## src/rtl/acumulator_produse_4biti_pkg.sv

```systemverilog
// Shared definitions for the product accumulator: FSM states, default sizes,
// multiplier product width and the counter width helper.
package acumulator_produse_4biti_pkg;

  localparam int N_TERMS_DEF = 4;
  localparam int ACC_W_DEF   = 10;
  localparam int PROD_W      = 8;

  typedef enum logic {
    ST_ACC  = 1'b0,
    ST_DONE = 1'b1
  } state_t;

  // Term counter width; a single-term build still needs one bit.
  function automatic int cnt_w(input int n);
    return (n > 1) ? $clog2(n) : 1;
  endfunction

endpackage

```

## src/rtl/acumulator_produse_4biti_if.sv

```systemverilog
// Operand-in / sum-out handshake bundle of the product accumulator.
// master = upstream + downstream side, slave = accumulator side.
interface acumulator_produse_4biti_if
  import acumulator_produse_4biti_pkg::*;
#(
  parameter int ACC_W = ACC_W_DEF
);
  logic             in_valid;
  logic             in_ready;
  logic [3:0]       a;
  logic [3:0]       b;
  logic             out_valid;
  logic             out_ready;
  logic [ACC_W-1:0] sum;
  logic             ovf;

  modport master (
    output in_valid, a, b, out_ready,
    input  in_ready, out_valid, sum, ovf
  );

  modport slave (
    input  in_valid, a, b, out_ready,
    output in_ready, out_valid, sum, ovf
  );
endinterface

```

## src/rtl/acumulator_produse_4biti_mul.sv

```systemverilog
// 4x4 unsigned combinational multiplier feeding the accumulator.
module multiplicator_4biti
  import acumulator_produse_4biti_pkg::*;
(
  input  logic [3:0]        a,
  input  logic [3:0]        b,
  output logic [PROD_W-1:0] prod
);
  assign prod = PROD_W'(a) * PROD_W'(b);
endmodule

```

## src/rtl/acumulator_produse_4biti.sv

```systemverilog
// Multiply-accumulate stage: sums N_TERMS products a*b, then holds the result
// until downstream takes it. Overflow is sticky per result.
// Build option: SATURATE_EN clamps the accumulator at all-ones on overflow;
// without it the accumulator wraps modulo 2^ACC_W.
module acumulator_produse_4biti
  import acumulator_produse_4biti_pkg::*;
#(
  parameter int N_TERMS = N_TERMS_DEF,
  parameter int ACC_W   = ACC_W_DEF
)(
  input  logic                        clk,
  input  logic                        rst,
  input  logic                        clr,
  acumulator_produse_4biti_if.slave   bus
);
  localparam int                  CNT_W = cnt_w(N_TERMS);
  localparam logic [CNT_W-1:0]    LAST  = CNT_W'(N_TERMS - 1);

  state_t            r_state, w_state_nx;
  logic [ACC_W-1:0]  r_acc,   w_acc_nx;
  logic [CNT_W-1:0]  r_cnt,   w_cnt_nx;
  logic              r_ovf,   w_ovf_nx;

  logic [PROD_W-1:0] w_prod;
  logic [ACC_W:0]    w_add;
  logic              w_carry;
  logic [ACC_W-1:0]  w_acc_add;

  multiplicator_4biti u_mul (
    .a    (bus.a),
    .b    (bus.b),
    .prod (w_prod)
  );

  // One extra bit on the adder exposes the carry used for overflow.
  assign w_add   = {1'b0, r_acc} + (ACC_W+1)'(w_prod);
  assign w_carry = w_add[ACC_W];

`ifdef SATURATE_EN
  // Once clamped, any further nonzero product carries again, so it stays clamped.
  assign w_acc_add = w_carry ? {ACC_W{1'b1}} : w_add[ACC_W-1:0];
`else
  assign w_acc_add = w_add[ACC_W-1:0];
`endif

  // State, accumulator, term counter and overflow flag registers.
  always_ff @(posedge clk or posedge rst) begin
    if (rst) begin
      r_state <= ST_ACC;
      r_acc   <= '0;
      r_cnt   <= '0;
      r_ovf   <= 1'b0;
    end else begin
      r_state <= w_state_nx;
      r_acc   <= w_acc_nx;
      r_cnt   <= w_cnt_nx;
      r_ovf   <= w_ovf_nx;
    end
  end

  // Next-state logic; clr overrides every handshake in the same cycle.
  always_comb begin
    w_state_nx = r_state;
    w_acc_nx   = r_acc;
    w_cnt_nx   = r_cnt;
    w_ovf_nx   = r_ovf;
    if (clr) begin
      w_state_nx = ST_ACC;
      w_acc_nx   = '0;
      w_cnt_nx   = '0;
      w_ovf_nx   = 1'b0;
    end else begin
      case (r_state)
        ST_ACC: begin
          if (bus.in_valid) begin
            w_acc_nx = w_acc_add;
            w_ovf_nx = r_ovf | w_carry;
            if (r_cnt == LAST) begin
              w_cnt_nx   = '0;
              w_state_nx = ST_DONE;
            end else begin
              w_cnt_nx = r_cnt + 1'b1;
            end
          end
        end
        ST_DONE: begin
          if (bus.out_ready) begin
            w_acc_nx   = '0;
            w_ovf_nx   = 1'b0;
            w_state_nx = ST_ACC;
          end
        end
        default: w_state_nx = ST_ACC;
      endcase
    end
  end

  // All outputs come straight from registers, so the held sum is stable.
  assign bus.in_ready  = (r_state == ST_ACC);
  assign bus.out_valid = (r_state == ST_DONE);
  assign bus.sum       = r_acc;
  assign bus.ovf       = r_ovf;

endmodule

```

## src/flat_wrapper.sv

```systemverilog
// flat-port wrapper written by rule: the top's interface ports become plain ports
module acumulator_produse_4biti_flat import acumulator_produse_4biti_pkg::*;
#(
  parameter int N_TERMS = N_TERMS_DEF,
  parameter int ACC_W   = ACC_W_DEF
)
  (clk, rst, clr, bus_in_valid, bus_a, bus_b, bus_out_ready, bus_in_ready, bus_out_valid, bus_sum, bus_ovf);
  acumulator_produse_4biti_if #(.ACC_W(ACC_W)) bus_i ();
  input  logic clk;
  input  logic rst;
  input  logic clr;
  input wire logic [$bits(bus_i.in_valid)-1:0] bus_in_valid;
  input wire logic [$bits(bus_i.a)-1:0] bus_a;
  input wire logic [$bits(bus_i.b)-1:0] bus_b;
  input wire logic [$bits(bus_i.out_ready)-1:0] bus_out_ready;
  output wire logic [$bits(bus_i.in_ready)-1:0] bus_in_ready;
  output wire logic [$bits(bus_i.out_valid)-1:0] bus_out_valid;
  output wire logic [$bits(bus_i.sum)-1:0] bus_sum;
  output wire logic [$bits(bus_i.ovf)-1:0] bus_ovf;
  assign bus_i.in_valid = bus_in_valid;
  assign bus_i.a = bus_a;
  assign bus_i.b = bus_b;
  assign bus_i.out_ready = bus_out_ready;
  assign bus_in_ready = bus_i.in_ready;
  assign bus_out_valid = bus_i.out_valid;
  assign bus_sum = bus_i.sum;
  assign bus_ovf = bus_i.ovf;
  acumulator_produse_4biti #(.N_TERMS(N_TERMS), .ACC_W(ACC_W)) u_core (.clk(clk), .rst(rst), .clr(clr), .bus(bus_i));
endmodule
```

## config.mk

```make
export PLATFORM = sky130hd
export DESIGN_NAME = acumulator_produse_4biti_flat
export DESIGN_NICKNAME = d
export VERILOG_FILES = /design/src/rtl/acumulator_produse_4biti_pkg.sv /design/src/rtl/acumulator_produse_4biti_if.sv /design/src/rtl/acumulator_produse_4biti_mul.sv /design/src/rtl/acumulator_produse_4biti.sv /design/src/flat_wrapper.sv
export SDC_FILE = /design/constraint.sdc
export NUM_CORES = 1
export LEC_CHECK = 0
export CORE_AREA = 2 2 45 64
export DETAILED_ROUTE_END_ITERATION = 8
export DIE_AREA = 0 0 47 66
export PLACE_DENSITY = 0.84
export SETUP_SLACK_MARGIN = 0.1
export SYNTH_ARGS = -nofsm -noshare
export SYNTH_HDL_FRONTEND = slang
export SYNTH_SLANG_ARGS = --single-unit
```

## constraint.sdc

```tcl
create_clock -name clk -period 3.5 [get_ports clk]
set_input_delay 0.525 -clock clk [delete_from_list [all_inputs] [get_ports clk]]
set_output_delay 0.525 -clock clk [all_outputs]
set_load 0.03 [all_outputs]
```

==> results.py <==
metrics = {
    "finish": {
        "fin_cells": 222,
        "seq_area_um2": 350,
        "nFillCells": 203,
        "drive_gt1_share_pct": 15.6,
        "areaGrowthSynthToFinish_pct": 34.0,
        "final_cell_mix": "inv_1, clkdlybuf4s50_1, ha_1",
        "final_common_cell": "inv_1",
        "num_antenna_cells": 0,
        "multi_input_area_um2": 953,
        "fin_area_mm2": 0.00180,
        "fin_util_pct": 71.2,
        "nNetsFinal": 228,
    },
    "hold_path": {
        "hold_path.class": "reg -> reg",
    },
    "status": {
        "status": "completed",
    },
    "synth": {
        "async_reset_ff_share_pct": 100,
        "ys_seq_area_share_pct": 26.0,
        "ys.flop_type": "dfrtp_1",
        "ys_warn_count": 0,
        "syn_inst": 148,
        "syn-num-nets": 189,
        "synth-xor-area-share_pct": 3.25,
        "synth_top_family_by_area": "adder cells",
        "ys_types": 30,
        "synthesis.area_mm2": 0.00135,
        "synth-simple-area-share_pct": 14.8,
        "muxShareOfSynthArea_pct": 0,
        "syn_avg_cell_area_um2": 9.10,
        "ys_ff_latch": 14,
        "synthAdderAreaFrac_pct": 31.0,
        "synth_compound_area_share_pct": 17.9,
        "synth_enable_flop_cells": 0,
    },
    "critical_path": {
        "cp_max_fo": 4,
        "crit_type": "in -> reg",
        "critPathRequiredTime_ns": 3.67,
        "cp-start-kind": "input pin",
        "critPathCaptureType": "flip-flop",
        "arrival_ns": 3.40,
    },
    "global_route": {
        "first_global_vias": 1354,
        "grt_usage_pct": 25.0,
        "grt_pass1_wl_um": 5590,
        "antenna_found_initial": 0,
        "grt_max_degree": 15,
        "grt_overflow": 0,
    },
    "drt": {
        "drt-vias-per-instance": 5.39,
        "drc": 0,
        "avgRoutedWirePerCell_um": 15.4,
        "ant_nets": 0,
        "drt_wl_total_um": 3420,
        "drt_first_pass_iters": 4,
        "drtIter0Drc": 32,
        "num_vias": 1197,
    },
    "pwr": {
        "leakagePower_nw": 0.900,
        "p_per_area_mw_per_mm2": 504,
        "vdd_drop_max_mv": 0.261,
    },
    "die": {
        "dieArea_mm2": 0.00310,
        "rows": 22,
        "start_util_pct": 53.2,
        "coreArea_mm2": 0.00253,
        "io_pins": 26,
        "die-width_um": 47,
        "fp.dieH_um": 66,
    },
    "clock_network": {
        "clockBufferDepth": 2,
        "cts.sinks": 14,
        "clkLatencyLatePin_ns": 0.29,
        "cts-buffers-inserted": 3,
        "cts_tree": "done",
        "cts.clk_slew.worst_paths_ns": 0.08,
        "ctsHtreeMaxLevel": 1,
        "cts-root-buf": "clkbuf_4",
    },
    "placement": {
        "routabilityCongestion": 0.890,
        "dp_hpwl_um": 2600,
        "place_area_mm2": 0.00171,
        "placed_cells": 218,
        "io_buffers": 25,
    },
    "sta": {
        "finalCritPeriodShare_pct": 92.3,
        "setup_viol": 0,
        "slew_violations": 0,
        "fmaxAchievable_mhz": 309,
        "finalCriticalPeriod_ns": 3.23,
        "rsz0062_at_grt": "false",
        "relSlewSlack_pct": 47.4,
        "hold_viol": 0,
        "skew_ns": 0.00992,
        "worst_pin_slew_ns": 0.787,
    },
    "run": {
        "maxCapViolCount": 0,
    },
}
[sequential cells by signal (all words and copies together), names as in the netlist]
register,count
u_core.bus.sum,10
u_core.r_cnt,2
u_core.bus.out_valid,1
u_core.bus.ovf,1
[power breakdown]
part	switching [mW]	internal (mW)
logic	0.313	0.265
clock network	0.0573	0.0634
registers	0.0225	0.188
[through the flow]
step           hold WS (ns)  TNS [ns]  total power [mW]  setup WS (ns)
6_report              0.518         0             0.909          0.269
5_1_grt               0.556         0             0.969         0.0981
4_1_cts               0.514         0             0.885          0.104
3_5_place_dp          0.503     -2.65             0.711         -0.450
3_3_place_gp          0.499     -2.18             0.691         -0.411
2_1_floorplan         0.414         0             0.538          0.249
[routing by layer]
| metal | wire, um | vias to the layer above | GRT usage, % | part of all wire (%) |
|---|---|---|---|---|
| li1 | - | 575 | - | - |
| met1 | 1200 | 583 | 25.0 | 35 |
| met2 | 2020 | 31 | 47.6 | 59 |
| met3 | 111 | 8 | 2.73 | 3.2 |
| met4 | 89 | 0 | 11.5 | 2.6 |
| met5 | 0 | - | 0 | 0 |
[cells in the mapped netlist (2+ instances only)]
cell type	n	share of area, %
dfrtp_1	14	26
and2_1	12	5.6
inv_1	22	6.1
xnor2_1	2	1.3
a22o_1	3	2.0
xor2_1	3	2.0
o21ai_1	5	1.9
ha_1	19	18
fa_1	9	13
nor3_1	2	0.74
nor2_1	7	2.0
o211ai_1	3	1.7
o21ai_0	7	2.6
a211oi_1	2	1.1
a211oi_2	2	1.9
nand2_1	16	4.5
a21o_1	2	1.1
a21oi_1	6	2.2
[layout make-up]
cell class                 instances  area share, %
clock buffer                       4           2.01
inverter                          22           4.58
multi-input combinational        110           52.8
sequential                        14           19.4
tap                               36           2.50
timing repair buffer              36           18.7
[path summary, 6_finish.rpt]
path                                        start           endpoint  slack (ns)  cells after the start
max in group asynchronous                     rst  u_core.bus.sum[6]        2.54                      2
worst max-delay path                     bus_b[3]  u_core.bus.sum[6]        0.27                     12
worst max register to register  u_core.bus.sum[2]  u_core.bus.sum[6]        1.13                      7
worst min register to register  u_core.bus.sum[9]  u_core.bus.sum[9]        0.52                      1
worst min-delay path            u_core.bus.sum[9]  u_core.bus.sum[9]        0.52                      1
min in group asynchronous                     rst  u_core.bus.sum[1]        0.57                      2
[cell families after synthesis]
group,Yosys count
buffers and inverters,24
DFF,14
adders and majority gates,28
AOI/OAI and AO/OA,36
and+or+nand+nor,41
xor gates and xnor gates,5
[worst max-delay path: stages]
cell,delay (ns)
dlygate4sd2_1,0.24
nand2_2,0.07
fa_1,0.52
fa_1,0.44
fa_1,0.53
inv_2,0.05
ha_4,0.17
a211oi_2,0.27
o21bai_1,0.14
a21oi_2,0.18
xor2_1,0.17
o21ai_1,0.08
[repair_timing]
item / CTS / global route
endpoints found under the setup margin: 7 / 6
hold buffers: 0 / 0
buffers inserted: 0 / 0
gates resized for setup: 9 / 12
pin swaps: 14 / 8
Note: power is estimated with default switching activity, not from simulation.
